--- src/rtl/frame_counter_pkg.sv ---
// Shared encodings and parameter legality helpers for the frame/bit-position timers.
package frame_counter_pkg;

    localparam logic DIR_UP    = 1'b0;
    localparam logic DIR_DOWN  = 1'b1;
    localparam logic MODE_WRAP = 1'b0;
    localparam logic MODE_SAT  = 1'b1;

    // NUM must be a nonzero value representable in LEN bits.
    function automatic bit num_legal(input int unsigned len, input int unsigned num);
        return (len >= 1) && (len <= 32) && (num >= 1) && (64'(num) < (64'd1 << len));
    endfunction

endpackage

--- src/rtl/tick_prescaler.sv ---
// Clock-enable prescaler: one tick every DIV enabled clocks, phase held while disabled.
module tick_prescaler #(
    parameter int unsigned DIV = 1
) (
    input  logic clk_sig,
    input  logic reset_sig,
    input  logic en_sig,
    input  logic sync_clr,
    output logic tick
);

    localparam int unsigned PW = (DIV > 1) ? $clog2(DIV) : 1;
    localparam logic [PW-1:0] LAST = PW'(DIV - 1);

    if (DIV < 1) begin : g_bad_div
        $fatal(1, "tick_prescaler: DIV must be at least 1");
    end

    logic [PW-1:0] cnt_q, cnt_d;

    always_comb begin
        tick  = en_sig && (cnt_q == LAST);
        cnt_d = cnt_q;
        if (sync_clr) begin
            cnt_d = '0;
        end else if (tick) begin
            cnt_d = '0;
        end else if (en_sig) begin
            cnt_d = cnt_q + PW'(1);
        end
    end

    always_ff @(posedge clk_sig or posedge reset_sig) begin
        if (reset_sig) begin
            cnt_q <= '0;
        end else begin
            cnt_q <= cnt_d;
        end
    end

endmodule

--- src/rtl/frame_counter.sv ---
// Up/down frame counter over 0..NUM with wrap/saturate, prescaled stepping,
// terminal-count pulse and a count of completed wraps.
module frame_counter
    import frame_counter_pkg::*;
#(
    parameter int unsigned LEN       = 11,
    parameter int unsigned NUM       = 2047,
    parameter int unsigned DIV       = 1,
    parameter int unsigned EPOCH_LEN = 8
) (
    input  logic                 clk_sig,
    input  logic                 reset_sig,
    input  logic                 en_sig,
    input  logic                 clr_sig,
    input  logic                 load_sig,
    input  logic [LEN-1:0]       load_val_sig,
    input  logic                 dir_sig,
    input  logic                 sat_sig,
    output logic [LEN-1:0]       counter_sig,
    output logic                 tc_sig,
    output logic                 sat_flag_sig,
    output logic [EPOCH_LEN-1:0] epoch_sig
);

    localparam bit NUM_LEGAL = num_legal(LEN, NUM);
    localparam logic [LEN-1:0] NUM_V = LEN'(NUM);

    if (!NUM_LEGAL) begin : g_bad_num
        $fatal(1, "frame_counter: NUM must lie in 1..2^LEN-1");
    end

    logic [LEN-1:0]       counter_q, counter_d;
    logic [EPOCH_LEN-1:0] epoch_q, epoch_d;
    logic                 tc_q, tc_d;
    logic                 sat_flag_q, sat_flag_d;
    logic                 tick;
    logic [LEN-1:0]       load_clamped;

    // Clear and load both restart the prescale phase.
    tick_prescaler #(
        .DIV (DIV)
    ) u_prescaler (
        .clk_sig   (clk_sig),
        .reset_sig (reset_sig),
        .en_sig    (en_sig),
        .sync_clr  (clr_sig | load_sig),
        .tick      (tick)
    );

    assign load_clamped = (load_val_sig > NUM_V) ? NUM_V : load_val_sig;

    always_comb begin
        counter_d  = counter_q;
        epoch_d    = epoch_q;
        sat_flag_d = sat_flag_q;
        tc_d       = 1'b0;
        if (clr_sig) begin
            counter_d  = '0;
            epoch_d    = '0;
            sat_flag_d = 1'b0;
        end else if (load_sig) begin
            counter_d = load_clamped;
        end else if (tick) begin
            case (dir_sig)
                DIR_UP: begin
                    if (counter_q != NUM_V) begin
                        counter_d = counter_q + LEN'(1);
                        tc_d      = (counter_d == NUM_V);
                    end else if (sat_sig == MODE_WRAP) begin
                        counter_d = '0;
                        epoch_d   = epoch_q + EPOCH_LEN'(1);
                        tc_d      = 1'b1;
                    end else begin
                        sat_flag_d = 1'b1;
                        tc_d       = 1'b1;
                    end
                end
                DIR_DOWN: begin
                    if (counter_q != '0) begin
                        counter_d = counter_q - LEN'(1);
                        tc_d      = (counter_d == '0);
                    end else if (sat_sig == MODE_WRAP) begin
                        counter_d = NUM_V;
                        epoch_d   = epoch_q + EPOCH_LEN'(1);
                        tc_d      = 1'b1;
                    end else begin
                        sat_flag_d = 1'b1;
                        tc_d       = 1'b1;
                    end
                end
                default: ;
            endcase
        end
    end

    always_ff @(posedge clk_sig or posedge reset_sig) begin
        if (reset_sig) begin
            counter_q  <= '0;
            epoch_q    <= '0;
            tc_q       <= 1'b0;
            sat_flag_q <= 1'b0;
        end else begin
            counter_q  <= counter_d;
            epoch_q    <= epoch_d;
            tc_q       <= tc_d;
            sat_flag_q <= sat_flag_d;
        end
    end

    assign counter_sig  = counter_q;
    assign tc_sig       = tc_q;
    assign sat_flag_sig = sat_flag_q;
    assign epoch_sig    = epoch_q;

endmodule

--- config.mk ---
export PLATFORM = sky130hd
export DESIGN_NAME = frame_counter
export DESIGN_NICKNAME = d
export VERILOG_FILES = /design/src/rtl/frame_counter_pkg.sv /design/src/rtl/tick_prescaler.sv /design/src/rtl/frame_counter.sv
export SDC_FILE = /design/constraint.sdc
export NUM_CORES = 1
export LEC_CHECK = 0
export ABC_CLOCK_PERIOD_IN_PS = 2900
export BUFFER_PORTS_ARGS = -buffer_cell sky130_fd_sc_hd__buf_4
export CAP_MARGIN = 20
export CELL_PAD_IN_SITES_DETAIL_PLACEMENT = 1
export CELL_PAD_IN_SITES_GLOBAL_PLACEMENT = 2
export CORE_ASPECT_RATIO = 0.5
export CORE_UTILIZATION = 33
export CTS_CLUSTER_SIZE = 8
export DETAILED_ROUTE_END_ITERATION = 8
export MAX_ROUTING_LAYER = met4
export PLACE_DENSITY = 0.88
export SLEW_MARGIN = 0
export SYNTH_ARGS = -nofsm -noshare
export SYNTH_HDL_FRONTEND = slang
export SYNTH_SLANG_ARGS = --single-unit
--- constraint.sdc ---
create_clock -name clk_sig -period 2.9 [get_ports clk_sig]
set_input_delay 0.29 -clock clk_sig [delete_from_list [all_inputs] [get_ports clk_sig]]
set_output_delay 0.29 -clock clk_sig [all_outputs]
set_load 0.005 [all_outputs]
==> flow_summary.ini <==
[floorplan]
fp.dieH_um = 57.6
start_util_pct = 35.7
floorplan.rows = 19
die_area_mm2 = 0.00653
die-width_um = 113
design.core.area_mm2 = 0.00573
i_o_pin_count = 39

[yosys]
synth_largest_type_area_fraction_pct = 26.9
synth_sequential_area_ratio_pct = 26.9
synthesis.nets = 269
synthCells = 245
async_flop_share_pct = 100
yosys-top-cells-area = dfrtp_1 27%, a21oi_1 3.7%, ha_1 3.7%
yosysWarningCount = 0
total_of_flip_flops_plus_latches_after_synthesis = 22
ys.flop_type = dfrtp_1
synth_enable_flop_cells = 0
synth_area_leader_cell = dfrtp_1
synth_area_per_cell_um2 = 8.34
syn-cell-area_mm2 = 0.00204
synth_cell_types = 64

[placement]
number_of_port_buffers = 38
globalplace.congestion = 0.865
dpl.hpwl_mm = 5.05
placed_cells_incl_taps = 365
post-place-ws_ps = 231

[global_routing]
grt_use_met1_pct = 30.7
first_global_vias = 2185
globalRoute.busiestLayer = met2
grt_pass1_wl_mm = 11.3
grt_max_degree = 28
grtUsageMet3_pct = 3.66
global_route.usage.met2_pct = 37.1
grt-ovfl-total = 0
antenna_found_initial = 0
groute.usage.overall_pct = 23.1

[setup_path]
crit_path_end_kind = flop
path_delay_family = simple AND/OR/NAND/NOR gates
worst_r2r_path_depth = 6
worstPathBufferInverterCount = 0
critical_path_peak_fanout = 10
cp_max_stage_cell = or4_4
critical-path-max-stage-delay_ps = 560
timing_worst_setup_path_type = flop to flop
timing.critical_path.cells = ha_1 -> nand3_2 -> or4_4 -> a211o_1 -> or4_1 -> a21oi_1
worst-endpoint-required_ps = 3090
crit_path_start_kind = flop
crit_path_cell_count = 6
cp_data_arrival_time_ps = 2900

[clocking]
worstSkewPairLatency_ps = 260
cts_num_sinks = 22
clock_tree_from_tritoncts = done
clock_tree.htree_level_count = 1
number_of_buffers_inserted_to_repair_setup_after_cts = 0
clk_pin_slew_ps = 70
tritoncts.num_buffers = 3
cts-resized-gates = 0
ctsLongestPathBuffers = 2
cell_chosen_for_the_clock_root = clkbuf_16
post_cts_hold_buffer_count = 0

[sta]
worst_slew_pin_tran_ps = 928
max_clock_freq_ghz = 0.368
final_max_slew_viol_count = 0
period_utilization_post_route_pct = 93.6
finalClockSkew_ps = 7.06
grt_setup_unrepaired = false
final_hold_viol_count = 0
final.setup.worst_slack_ps = 185
period_needed_ps = 2720
setup_viol = 0
setup_total_negative_slack_ps = 0
relSlewSlack_pct = 38.0

[worst_hold_path]
worstHoldPathCells = 2
min_path_type = input port to flop

[route]
drt_first_pass_iters = 4
avgRoutedWirePerCell_um = 18.7
detail_route.drc_violations = 0
detailroute.via_count = 2163
drt_iter0_markers = 144
vias_per_cell = 5.86
wl_mm = 6.88
route.antenna.remaining_nets = 0

[final_layout]
multi_input_area_mm2 = 0.00130
area.sequential_um2 = 551
layoutNonFillerInstCount = 369
filler_cell_count = 714
nNetsFinal = 310
drive_gt1_share_pct = 25.6
num_antenna_cells = 0
area_growth_pct = 23.1

[run]
drv.max_cap_violation_count = 0

[outcome]
status = completed

[power]
power-per-cell-area_mw_per_mm2 = 450
power.static_leakage_uw = 0.00107
irDropWorstVdd_mv = 0.204
==> final timing paths <==
kind	from	endpoint	slack, ps
hold / removal	en_sig	u_prescaler.cnt_q$_DFFE_PP0P_	200
min in group asynchronous	reset_sig	counter_sig[4]$_DFFE_PP0P_	230
setup reg to reg	counter_sig[1]$_DFFE_PP0P_	epoch_sig[7]$_DFFE_PP0P_	180
max in group asynchronous	reset_sig	counter_sig[10]$_DFFE_PP0P_	2090
hold reg to reg	sat_flag_sig$_DFFE_PP0P_	sat_flag_sig$_DFFE_PP0P_	500
setup / recovery	counter_sig[1]$_DFFE_PP0P_	epoch_sig[7]$_DFFE_PP0P_	180
==> synthesized netlist by cell type, types with 2 or more instances <==
library cell	number
nor3b_1	4
xor2_1	4
nand3b_1	2
nor2_1	17
o21bai_1	2
a21o_1	6
nand3_1	14
a211oi_1	3
a21oi_1	15
clkbuf_1	9
or3_2	2
o21ai_0	10
nand4_1	5
inv_1	9
a211o_1	2
a31oi_1	7
buf_1	2
a22o_1	2
mux2i_1	5
buf_6	6
and4b_1	2
ha_1	6
dfrtp_1	22
a2111oi_0	2
o211ai_1	8
o31ai_1	4
nor2b_1	3
o2111ai_1	4
xnor2_1	3
or4_1	2
o22ai_1	2
and4_2	2
nor3_1	6
o21a_1	2
nor4_1	5
nand2_1	18
==> metal layers <==
layer,vias to the layer above,wire (µm)
li1,1016,-
met1,1067,3320
met2,71,3060
met3,9,405
met4,0,91
met5,-,0
==> where the power goes <==
part / switching, µW / internal [µW] / total (µW)
Combinational: 196 / 162 / 359
Clock: 130 / 275 / 405
Sequential: 45.3 / 323 / 368
Total: 372 / 760 / 1130
==> worst register-to-register path, stage by stage (launching register included) <==
cell	delay (ps)
dfrtp_1	460
ha_1	340
nand3_2	150
or4_4	560
a211o_1	440
or4_1	540
a21oi_1	150
==> layout make-up <==
class / count / share of cell area, %
Multi-Input combinational cell: 194 / 51.7
Sequential cell: 22 / 21.9
Timing Repair Buffer: 56 / 16.7
Tap cell: 84 / 4.18
Clock buffer: 3 / 2.98
Inverter: 9 / 1.34
Clock inverter: 1 / 1.19
==> metrics by stage <==
step                hold WS [ps]  cell area (µm²)  util, %  total power (µW)
global placement             466             2410     42.1               715
global route                 202             2520     43.9              1190
CTS                          197             2520     43.9              1140
detailed placement           476             2410     42.1               727
finish                       199             2520     43.9              1130
floorplan                    279             2040        -               591
==> logic make-up after synthesis <==
family                   count (synthesis)  synth area share (%)
multiplexers                             6                  3.00
AND/OR/NAND/NOR                         96                  27.4
flip-flops                              22                  26.9
adder cells (fa/ha/maj)                  6                  3.67
buffers and inverters                   29                  9.37
AO/OA/AOI/OAI                           79                  26.6
XOR/XNOR                                 7                  3.00
==> state kept, by name, indices dropped and copies added (netlist names) <==
register           count
sat_flag_sig           1
tc_sig                 1
u_prescaler.cnt_q      1
counter_sig           11
epoch_sig              8
==> cell usage in the layout, fill, tap and decap left out, drive strengths merged, types with 4 or more instances in the layout <==
master,count
buf,56
dfrtp,22
nand2,18
nor2,17
a21oi,15
nand3,15
o21ai,11
inv,9
o211ai,8
a31oi,7
a21o,6
nor3,6
ha,6
nand4,6
nor4,6
mux2i,5
xor2,4
o2111ai,4
o31ai,4
nor3b,4
Power figures use the tool's default switching activity.
